<file path="src/rtl/spm_dma_pkg.sv">
// Shared constants, signal levels and FSM encoding
// for the SPM block-copy DMA engine.
package spm_dma_pkg;

  localparam int SPM_ADDR_W = 12;
  localparam int BUS_ADDR_W = 30;
  localparam int DATA_W     = 32;

  localparam logic ENABLE_  = 1'b0;
  localparam logic DISABLE_ = 1'b1;
  localparam logic READ     = 1'b1;
  localparam logic WRITE    = 1'b0;

  typedef enum logic [2:0] {
    ST_IDLE,
    ST_REQ,
    ST_RD,
    ST_WAIT,
    ST_WR,
    ST_FIN
  } state_e;

endpackage

</file>
<file path="src/rtl/spm_dma_port_arb.sv">
// SPM port-B mux: the MEM stage always wins,
// DMA writes only take idle port cycles.
module spm_dma_port_arb
  import spm_dma_pkg::*;
(
  input  logic                  mem_spm_as_,
  input  logic                  mem_spm_rw,
  input  logic [SPM_ADDR_W-1:0] mem_spm_addr,
  input  logic [DATA_W-1:0]     mem_spm_wr_data,
  output logic [DATA_W-1:0]     mem_spm_rd_data,
  input  logic                  dma_wr_req,
  input  logic [SPM_ADDR_W-1:0] dma_addr,
  input  logic [DATA_W-1:0]     dma_wr_data,
  output logic                  dma_wr_ack,
  output logic [SPM_ADDR_W-1:0] spm_addr,
  output logic                  spm_as_,
  output logic                  spm_rw,
  output logic [DATA_W-1:0]     spm_wr_data,
  input  logic [DATA_W-1:0]     spm_rd_data
);

  assign mem_spm_rd_data = spm_rd_data;

  // Fixed priority select: MEM, then DMA, else idle
  always_comb begin
    spm_addr    = mem_spm_addr;
    spm_as_     = DISABLE_;
    spm_rw      = READ;
    spm_wr_data = mem_spm_wr_data;
    dma_wr_ack  = 1'b0;
    if (mem_spm_as_ == ENABLE_) begin
      spm_as_ = ENABLE_;
      spm_rw  = mem_spm_rw;
    end else if (dma_wr_req) begin
      spm_addr    = dma_addr;
      spm_as_     = ENABLE_;
      spm_rw      = WRITE;
      spm_wr_data = dma_wr_data;
      dma_wr_ack  = 1'b1;
    end
  end

endmodule

</file>
<file path="src/rtl/spm_dma.sv">
// Single-channel bus-to-SPM copy engine; owns
// SPM port B and shares it with the MEM stage.
module spm_dma
  import spm_dma_pkg::*;
(
  input  logic                  clk,
  input  logic                  reset,
  input  logic                  cfg_start,
  input  logic                  cfg_abort,
  input  logic [BUS_ADDR_W-1:0] cfg_src,
  input  logic [SPM_ADDR_W-1:0] cfg_dst,
  input  logic [SPM_ADDR_W:0]   cfg_len,
  output logic                  busy,
  output logic                  done,
  output logic                  err,
  output logic                  bus_req_,
  input  logic                  bus_grnt_,
  output logic [BUS_ADDR_W-1:0] bus_addr,
  output logic                  bus_as_,
  output logic                  bus_rw,
  input  logic [DATA_W-1:0]     bus_rd_data,
  input  logic                  bus_rdy_,
  input  logic [SPM_ADDR_W-1:0] mem_spm_addr,
  input  logic                  mem_spm_as_,
  input  logic                  mem_spm_rw,
  input  logic [DATA_W-1:0]     mem_spm_wr_data,
  output logic [DATA_W-1:0]     mem_spm_rd_data,
  output logic [SPM_ADDR_W-1:0] spm_addr,
  output logic                  spm_as_,
  output logic                  spm_rw,
  output logic [DATA_W-1:0]     spm_wr_data,
  input  logic [DATA_W-1:0]     spm_rd_data
);

  localparam int LW = SPM_ADDR_W + 1;
  localparam int EW = SPM_ADDR_W + 2;

  state_e                state_q, state_d;
  logic [BUS_ADDR_W-1:0] src_q, src_d;
  logic [SPM_ADDR_W-1:0] dst_q, dst_d;
  logic [LW-1:0]         rem_q, rem_d;
  logic [DATA_W-1:0]     buf_q, buf_d;
  logic                  abort_q, abort_d;
  logic                  err_q, err_d;
  logic                  done_q, done_d;
  logic                  dma_wr_req, dma_wr_ack;
  logic [EW-1:0]         end_w;
  logic                  rng_err, go, last;

  // End of region may reach exactly 2^SPM_ADDR_W
  assign end_w   = EW'(cfg_dst) + EW'(cfg_len);
  assign rng_err = end_w > EW'(1 << SPM_ADDR_W);
  assign go      = cfg_start && (cfg_len != '0)
                   && !rng_err;
  assign last    = (rem_q == LW'(1)) || abort_q
                   || cfg_abort;
  assign err     = err_q;
  assign bus_rw  = READ;

  // State register
  always_ff @(posedge clk) begin
    if (reset) state_q <= ST_IDLE;
    else       state_q <= state_d;
  end

  // Next-state logic
  always_comb begin
    state_d = state_q;
    unique case (state_q)
      ST_IDLE: if (go) state_d = ST_REQ;
      ST_REQ: begin
        if (abort_q || cfg_abort)
          state_d = ST_FIN;
        else if (bus_grnt_ == ENABLE_)
          state_d = ST_RD;
      end
      ST_RD:   state_d = ST_WAIT;
      ST_WAIT: if (bus_rdy_ == ENABLE_) state_d = ST_WR;
      ST_WR: begin
        if (dma_wr_ack)
          state_d = last ? ST_FIN : ST_RD;
      end
      ST_FIN:  state_d = ST_IDLE;
      default: state_d = ST_IDLE;
    endcase
  end

  // Outputs decoded from the current state
  always_comb begin
    busy       = 1'b0;
    done       = done_q;
    bus_req_   = DISABLE_;
    bus_as_    = DISABLE_;
    bus_addr   = '0;
    dma_wr_req = 1'b0;
    unique case (state_q)
      ST_REQ: begin
        busy     = 1'b1;
        bus_req_ = ENABLE_;
      end
      ST_RD: begin
        busy     = 1'b1;
        bus_req_ = ENABLE_;
        bus_as_  = ENABLE_;
        bus_addr = src_q;
      end
      ST_WAIT: begin
        busy     = 1'b1;
        bus_req_ = ENABLE_;
      end
      ST_WR: begin
        busy       = 1'b1;
        bus_req_   = ENABLE_;
        dma_wr_req = 1'b1;
      end
      ST_FIN:  done = 1'b1;
      default: ;
    endcase
  end

  // Transfer registers: addresses, count, buffer, flags
  always_comb begin
    src_d   = src_q;
    dst_d   = dst_q;
    rem_d   = rem_q;
    buf_d   = buf_q;
    abort_d = abort_q;
    err_d   = err_q;
    done_d  = 1'b0;
    unique case (state_q)
      ST_IDLE: begin
        abort_d = 1'b0;
        if (cfg_start) begin
          err_d = rng_err;
          if (cfg_len == '0 || rng_err) begin
            done_d = 1'b1;
          end else begin
            src_d = cfg_src;
            dst_d = cfg_dst;
            rem_d = cfg_len;
          end
        end
      end
      ST_FIN:  abort_d = 1'b0;
      default: begin
        if (cfg_abort) abort_d = 1'b1;
        if (state_q == ST_WAIT &&
            bus_rdy_ == ENABLE_)
          buf_d = bus_rd_data;
        if (state_q == ST_WR && dma_wr_ack) begin
          src_d = src_q + BUS_ADDR_W'(1);
          dst_d = dst_q + SPM_ADDR_W'(1);
          rem_d = rem_q - LW'(1);
        end
      end
    endcase
  end

  // Datapath flops
  always_ff @(posedge clk) begin
    if (reset) begin
      src_q   <= '0;
      dst_q   <= '0;
      rem_q   <= '0;
      buf_q   <= '0;
      abort_q <= 1'b0;
      err_q   <= 1'b0;
      done_q  <= 1'b0;
    end else begin
      src_q   <= src_d;
      dst_q   <= dst_d;
      rem_q   <= rem_d;
      buf_q   <= buf_d;
      abort_q <= abort_d;
      err_q   <= err_d;
      done_q  <= done_d;
    end
  end

  spm_dma_port_arb u_arb (
    .mem_spm_as_     (mem_spm_as_),
    .mem_spm_rw      (mem_spm_rw),
    .mem_spm_addr    (mem_spm_addr),
    .mem_spm_wr_data (mem_spm_wr_data),
    .mem_spm_rd_data (mem_spm_rd_data),
    .dma_wr_req      (dma_wr_req),
    .dma_addr        (dst_q),
    .dma_wr_data     (buf_q),
    .dma_wr_ack      (dma_wr_ack),
    .spm_addr        (spm_addr),
    .spm_as_         (spm_as_),
    .spm_rw          (spm_rw),
    .spm_wr_data     (spm_wr_data),
    .spm_rd_data     (spm_rd_data)
  );

endmodule

</file>
<file path="config.mk">
export PLATFORM = sky130hd
export DESIGN_NAME = spm_dma
export DESIGN_NICKNAME = d
export VERILOG_FILES = /design/src/rtl/spm_dma_pkg.sv /design/src/rtl/spm_dma_port_arb.sv /design/src/rtl/spm_dma.sv
export SDC_FILE = /design/constraint.sdc
export NUM_CORES = 1
export LEC_CHECK = 0
export ABC_CLOCK_PERIOD_IN_PS = 2900
export BUFFER_PORTS_ARGS = -buffer_cell sky130_fd_sc_hd__buf_2
export CAP_MARGIN = 40
export CORE_MARGIN = 5
export CORE_UTILIZATION = 44
export CTS_CLUSTER_SIZE = 10
export DETAILED_ROUTE_END_ITERATION = 10
export GPL_TIMING_DRIVEN = 0
export PLACE_DENSITY = 0.77
export SLEW_MARGIN = 15
export SYNTH_ARGS = -nofsm -noshare
export SYNTH_HDL_FRONTEND = slang
export SYNTH_SLANG_ARGS = --single-unit
</file>
<file path="constraint.sdc">
create_clock -name clk -period 2.9 [get_ports clk]
set_input_delay 0.145 -clock clk [delete_from_list [all_inputs] [get_ports clk]]
set_output_delay 0.145 -clock clk [all_outputs]
set_load 0.02 [all_outputs]
</file>
Word level (Yosys, flattened, before mapping)
Index checks and enable logic that the tools add are counted.

Output and inout port bits: 114. Bits in registers: 93. Input port bits: 171. Word-level logic and storage cells: 86.

Equality and inequality tests: 12. Mux-type cells: 35. Reduce and logical (&&, ||, !) cells: 21. Bitwise logic cells: 5. $add $sub $neg: 4. Order comparisons: 1.

Operator list (count): $mux W30 (4); $mux W32 (2); $mux W12 (5); $pmux W30 S2 (1); $mux W13 (3); $add A30 B1 Y30 const B (1); $pmux W13 S2 (1); $pmux W12 S2 (1); $mux W3 (6); $pmux W3 S5 (1); $add A12 B13 Y14 (1); $gt A14 B13 Y1 const B (1); $eq A13 B1 Y1 const B (1); $logic_not A13 Y1 (1); $reduce_bool A13 Y1 (1); $sub A13 B1 Y13 const B (1); $add A12 B1 Y12 const B (1); $mux W1 (11); $ne A2 B2 Y1 const B (5); $reduce_and A4 Y1 (2); $eq A3 B2 Y1 const B (2); $eq A3 B3 Y1 const B (2); $reduce_or A3 Y1 (2); $not A1 Y1 (5); other kinds (10) (17).

Longest topological paths before layout
Depth after elaboration: 7. Depth in mapped cells: 13. Depth with buffers taken out: 11.

Hierarchy
Synthesis repeated with hierarchy kept, for this count alone.

Cell total of the unflattened synthesis: 827. Area, all modules: 6419.9 um^2.

By module, submodules not included: spm_dma (times used 1, seq. area each 1861.8 um^2, cells an instance 742, area an instance 5460.2 um^2); spm_dma_port_arb (times used 1, seq. area each 0.0 um^2, cells an instance 85, area an instance 959.7 um^2).

Least setup slack after synthesis
No wires, ideal clock.

Path kind: input port to flip-flop. From: in cfg_dst[0]. To: reg dst_q[10]. Data required time: 2.768 ns. Stages on the path: 13. Buffers on the path: 2. Slack: 0.010 ns. Setup time: 0.132 ns. Arrival time: 2.758 ns. Cell sequence: ha_1 -> inv_1 -> fa_1 -> xnor2_1 -> a2111oi_2 -> o21ai_1 -> nor4_2 -> nand4b_2 -> or4_1 -> buf_2 -> buf_6 -> a22oi_1 -> o32ai_1.

Longest elaborated chain between the ends: 5.

RTL lines: start: declaration (line spm_dma.sv:11) `input logic [SPM_ADDR_W-1:0] cfg_dst,`; $add A12 B13 Y14 (line spm_dma.sv:51) `assign end_w = EW'(cfg_dst) + EW'(cfg_len);`; $gt A14 B13 Y1 (line spm_dma.sv:52) `assign rng_err = end_w > EW'(1 << SPM_ADDR_W);`; $logic_or A1 B1 Y1 (line spm_dma.sv:135) `if (cfg_len == '0 || rng_err) begin`; $ne A2 B2 Y1 (no source line); $reduce_and A4 Y1 (no source line); end signal: assignment (line spm_dma.sv:171) `dst_q <= dst_d;`; end: declaration (line spm_dma.sv:40) `logic [SPM_ADDR_W-1:0] dst_q, dst_d;`.

Every way passes these cells. A chain may end at the register's enable or synchronous reset.

Worst setup path in the final report
From: in cfg_len[0]. To: reg src_q[18].

Longest elaborated chain between the ends: 5. Elaborated cells between the ends (all ways): 6. Those cells by class: add/sub: 1; order compare: 1; eq/ne: 1; reduce/logical: 3.

RTL lines: start: declaration (line spm_dma.sv:12) `input logic [SPM_ADDR_W:0] cfg_len,`; $add A12 B13 Y14 (line spm_dma.sv:51); $gt A14 B13 Y1 (line spm_dma.sv:52); $logic_or A1 B1 Y1 * (line spm_dma.sv:135); $ne A2 B2 Y1 (no source line) *; $reduce_and A4 Y1 (no source line) *; end signal: assignment (line spm_dma.sv:170) `src_q <= src_d;`; end: declaration (line spm_dma.sv:39) `logic [BUS_ADDR_W-1:0] src_q, src_d;`.

Mark *: on every way between the ends. The rest lies on a longest branch, timed or not.

==> flow_metrics.env <==
export IMPL_status="finished, violations left"
export IMPL_failed_checks="setup timing"
export IMPL_tightest_slew_ns=0.866
export IMPL_placementRows=45
export IMPL_portBuffers=250
export IMPL_timing_rr_start="state_q[0]$_SDFFE_PP0P_"
export IMPL_coreArea_sq_um=15100
export IMPL_clock_skew_final_ns=0.00621
export IMPL_max_freq_mhz=341
export IMPL_dp_hpwl_um=19300
export IMPL_final_cell_mix="buf_2 (255), nand2_1 (109), dfxtp_1 (93)"
export IMPL_leakage_nw=3.78
export IMPL_finalWorstSetupSlack_ns=-0.0324
export IMPL_synth_edf_count=0
export IMPL_viasPerCell=6.09
export IMPL_timing_hold_worst_class="input port to flop"
export IMPL_grt_max_degree=16
export IMPL_rsz0062_at_grt="true"
export IMPL_dr_total_vias=8251
export IMPL_ir_worst_vdd_mv=0.353
export IMPL_grt_pass1_vias=7857
export IMPL_overflow=0
export IMPL_diodes=0
export IMPL_slew_violations=0
export IMPL_die_h_um=134
export IMPL_routed_wl_um=25900
export IMPL_hold_slack_ns=0.0222
export IMPL_cp_arrival_ns=3.23
export IMPL_hold_viol=0
export IMPL_io_pins=285
export IMPL_cts_sinks=93
export IMPL_r2r_end="src_q[16]$_SDFFE_PP0P_"
export IMPL_drt_drc_violations_left=0
export IMPL_yosysSeqAreaShare_pct=27.6
export IMPL_synth_main_ff_cell="dfxtp_1"
export IMPL_cap_violations=0
export IMPL_start_util_pct=44.6
export IMPL_yosysWarnings=0
export IMPL_synth_distinct_cells=63
export IMPL_whs_path_depth=3
export IMPL_cts_made_buffers=9
export IMPL_final_common_cell="buf_2"
export IMPL_ff2ff_path_depth=8
export IMPL_synth_area_sq_um=6760
export IMPL_clock_path_buffers=2
export IMPL_drtPass1Iterations=6
export IMPL_syn_nets=1088
export IMPL_wl_per_cell_um=19.1
export IMPL_dp_slack_ns=-0.687
export IMPL_critPathLaunchType="input port"
export IMPL_nNetsFinal=1350
export IMPL_avgSynthCellArea_sq_um=7.51
export IMPL_setup_viol=26
export IMPL_grt_pass1_wl_um=39900
export IMPL_grt_total_usage_pct=27.3
export IMPL_drive_gt1_share_pct=33.9
export IMPL_cp_required_ns=3.20
export IMPL_hold_start="bus_rd_data[30]"
export IMPL_endpoint_kind="flop"
export IMPL_drt_iter0_markers=847
export IMPL_place_gp_congestion=0.936
export IMPL_path_class="input port to flop"
export IMPL_crit_path_max_fanout=10
export IMPL_r2r_slack_ns=0.08
export IMPL_clkTransAtPathRegs_ns=0.07
export IMPL_fin_crit_sh_pct=101
export IMPL_die_w_um=134
export IMPL_final_util_pct=57.0
export IMPL_power_density_nw_per_um2=582
export IMPL_period_needed_ns=2.93
export IMPL_clock_root_buffer="clkbuf_16"
export IMPL_syn2layout_area_growth_pct=27.8
export IMPL_hold_end="buf_q[30]$_SDFFE_PP0P_"
export IMPL_drtAntennaViolNets=0
export IMPL_maxSlewHeadroom_pct=42.1
export IMPL_worst_skew_pair_late_latency_ns=0.35
export IMPL_async_reset_ff_share_pct=0
export IMPL_dieArea_sq_um=17900
export IMPL_h_tree_depth=3
export IMPL_ys_seq_elements=93
export IMPL_cts_tree="yes"
export IMPL_grt_antenna_before_repair=1
export IMPL_syn_inst=900
==> synth_stat cells, types with 7 or more instances <==
cell type	number	area share, %
o22ai_1	24	2.2
buf_4	36	4.0
a21o_1	7	0.78
o21ai_0	26	1.9
a31oi_1	16	1.5
nor2b_1	7	0.65
mux2_2	44	7.3
nor2_1	85	4.7
nor3_1	24	1.8
a21oi_1	93	6.9
dfxtp_1	93	28
and3_1	44	4.1
inv_1	21	1.2
o32ai_1	16	2.1
buf_2	8	0.59
nand2b_1	9	0.83
nor4_1	14	1.3
nand2_1	110	6.1
nand3_1	17	1.3
clkbuf_1	54	3.0
ha_1	16	3.0
nand4_1	8	0.74
a32o_1	23	3.4
a22oi_1	18	2.0
==> flip-flops by register name, indices dropped and copies added (netlist names) <==
name     flops
buf_q       32
done_q       1
state_q      3
abort_q      1
err          1
dst_q       12
rem_q       13
src_q       30
==> stage by stage <==
stage / cell area [sq um] / cells / TNS (ns) / total power, mW
after floorplan: 6760 / 900 / 0 / 3.03
after global placement: 8240 / 1338 / -30.69 / 3.72
after detailed placement: 8240 / 1338 / -31.54 / 3.75
after CTS: 8610 / 1356 / 0 / 4.94
after global routing: 8630 / 1355 / -3.57 / 5.26
final: 8630 / 1355 / -0.462 / 5.02
==> power by group <==
group	switching [mW]	leakage, nW	internal, mW
clock	0.554	0.131	0.633
sequential	0.148	0.755	1.41
combinational	1.47	2.89	0.801
==> final cells by class <==
cell class / instances / area (sq um)
Multi-Input combinational cell: 682 / 4340
Fill cell: 1464 / 6510
Tap cell: 188 / 235
Buffer: 102 / 557
Clock inverter: 4 / 31.3
Inverter: 21 / 78.8
Timing Repair Buffer: 253 / 1270
Clock buffer: 12 / 256
Sequential cell: 93 / 1860
==> worst max-delay path, stage by stage <==
cell	delay, ns
buf_2	0.17
ha_4	0.16
inv_1	0.05
fa_1	0.39
nand2b_4	0.17
a21oi_2	0.20
nor4_2	0.10
or3_1	0.38
nand3b_1	0.25
nor4_4	0.09
nor2_1	0.52
clkbuf_4	0.39
o221a_2	0.21
==> kinds of logic (layout without fill, tap and decap cells) <==
kind of cell	Yosys count	after routing	share of synthesized area [%]
adders and majority gates	17	17	3.26
buffers and inverters	125	392	9.21
DFF	93	93	27.6
and+or+nand+nor	344	344	24.7
other	1	1	0.0555
AOI/OAI and AO/OA	270	270	27.1
xor gates and xnor gates	4	4	0.519
muxes	46	46	7.63
==> routing by layer <==
metal	global-route usage (%)	up-vias	wire length [um]
met5	0	-	7
met4	11.6	2	914
met3	6.08	87	2850
met2	44.3	547	12000
met1	35.1	3794	10100
li1	-	3821	-
==> worst max-delay path by stage <==
stage                                        end             startpoint  slack [ns]
after floorplan           dst_q[10]$_SDFFE_PP0P_             cfg_dst[0]        0.01
after global routing      src_q[23]$_SDFFE_PP0P_             cfg_len[0]       -0.13
final                     src_q[18]$_SDFFE_PP0P_             cfg_len[0]       -0.03
after CTS                 src_q[28]$_SDFFE_PP0P_  src_q[1]$_SDFFE_PP0P_       0.003
after detailed placement   src_q[7]$_SDFFE_PP0P_             cfg_len[0]       -0.69
after global placement    src_q[23]$_SDFFE_PP0P_             cfg_len[0]       -0.63
==> repair_timing <==
item / CTS / global route
gates resized for setup: 20 / 10
setup endpoints to repair: 94 / 86
hold buffers: 0 / 0
buffers inserted: 3 / 0
pin swaps: 4 / 3
No activity file was read; power rests on OpenSTA's default activity.
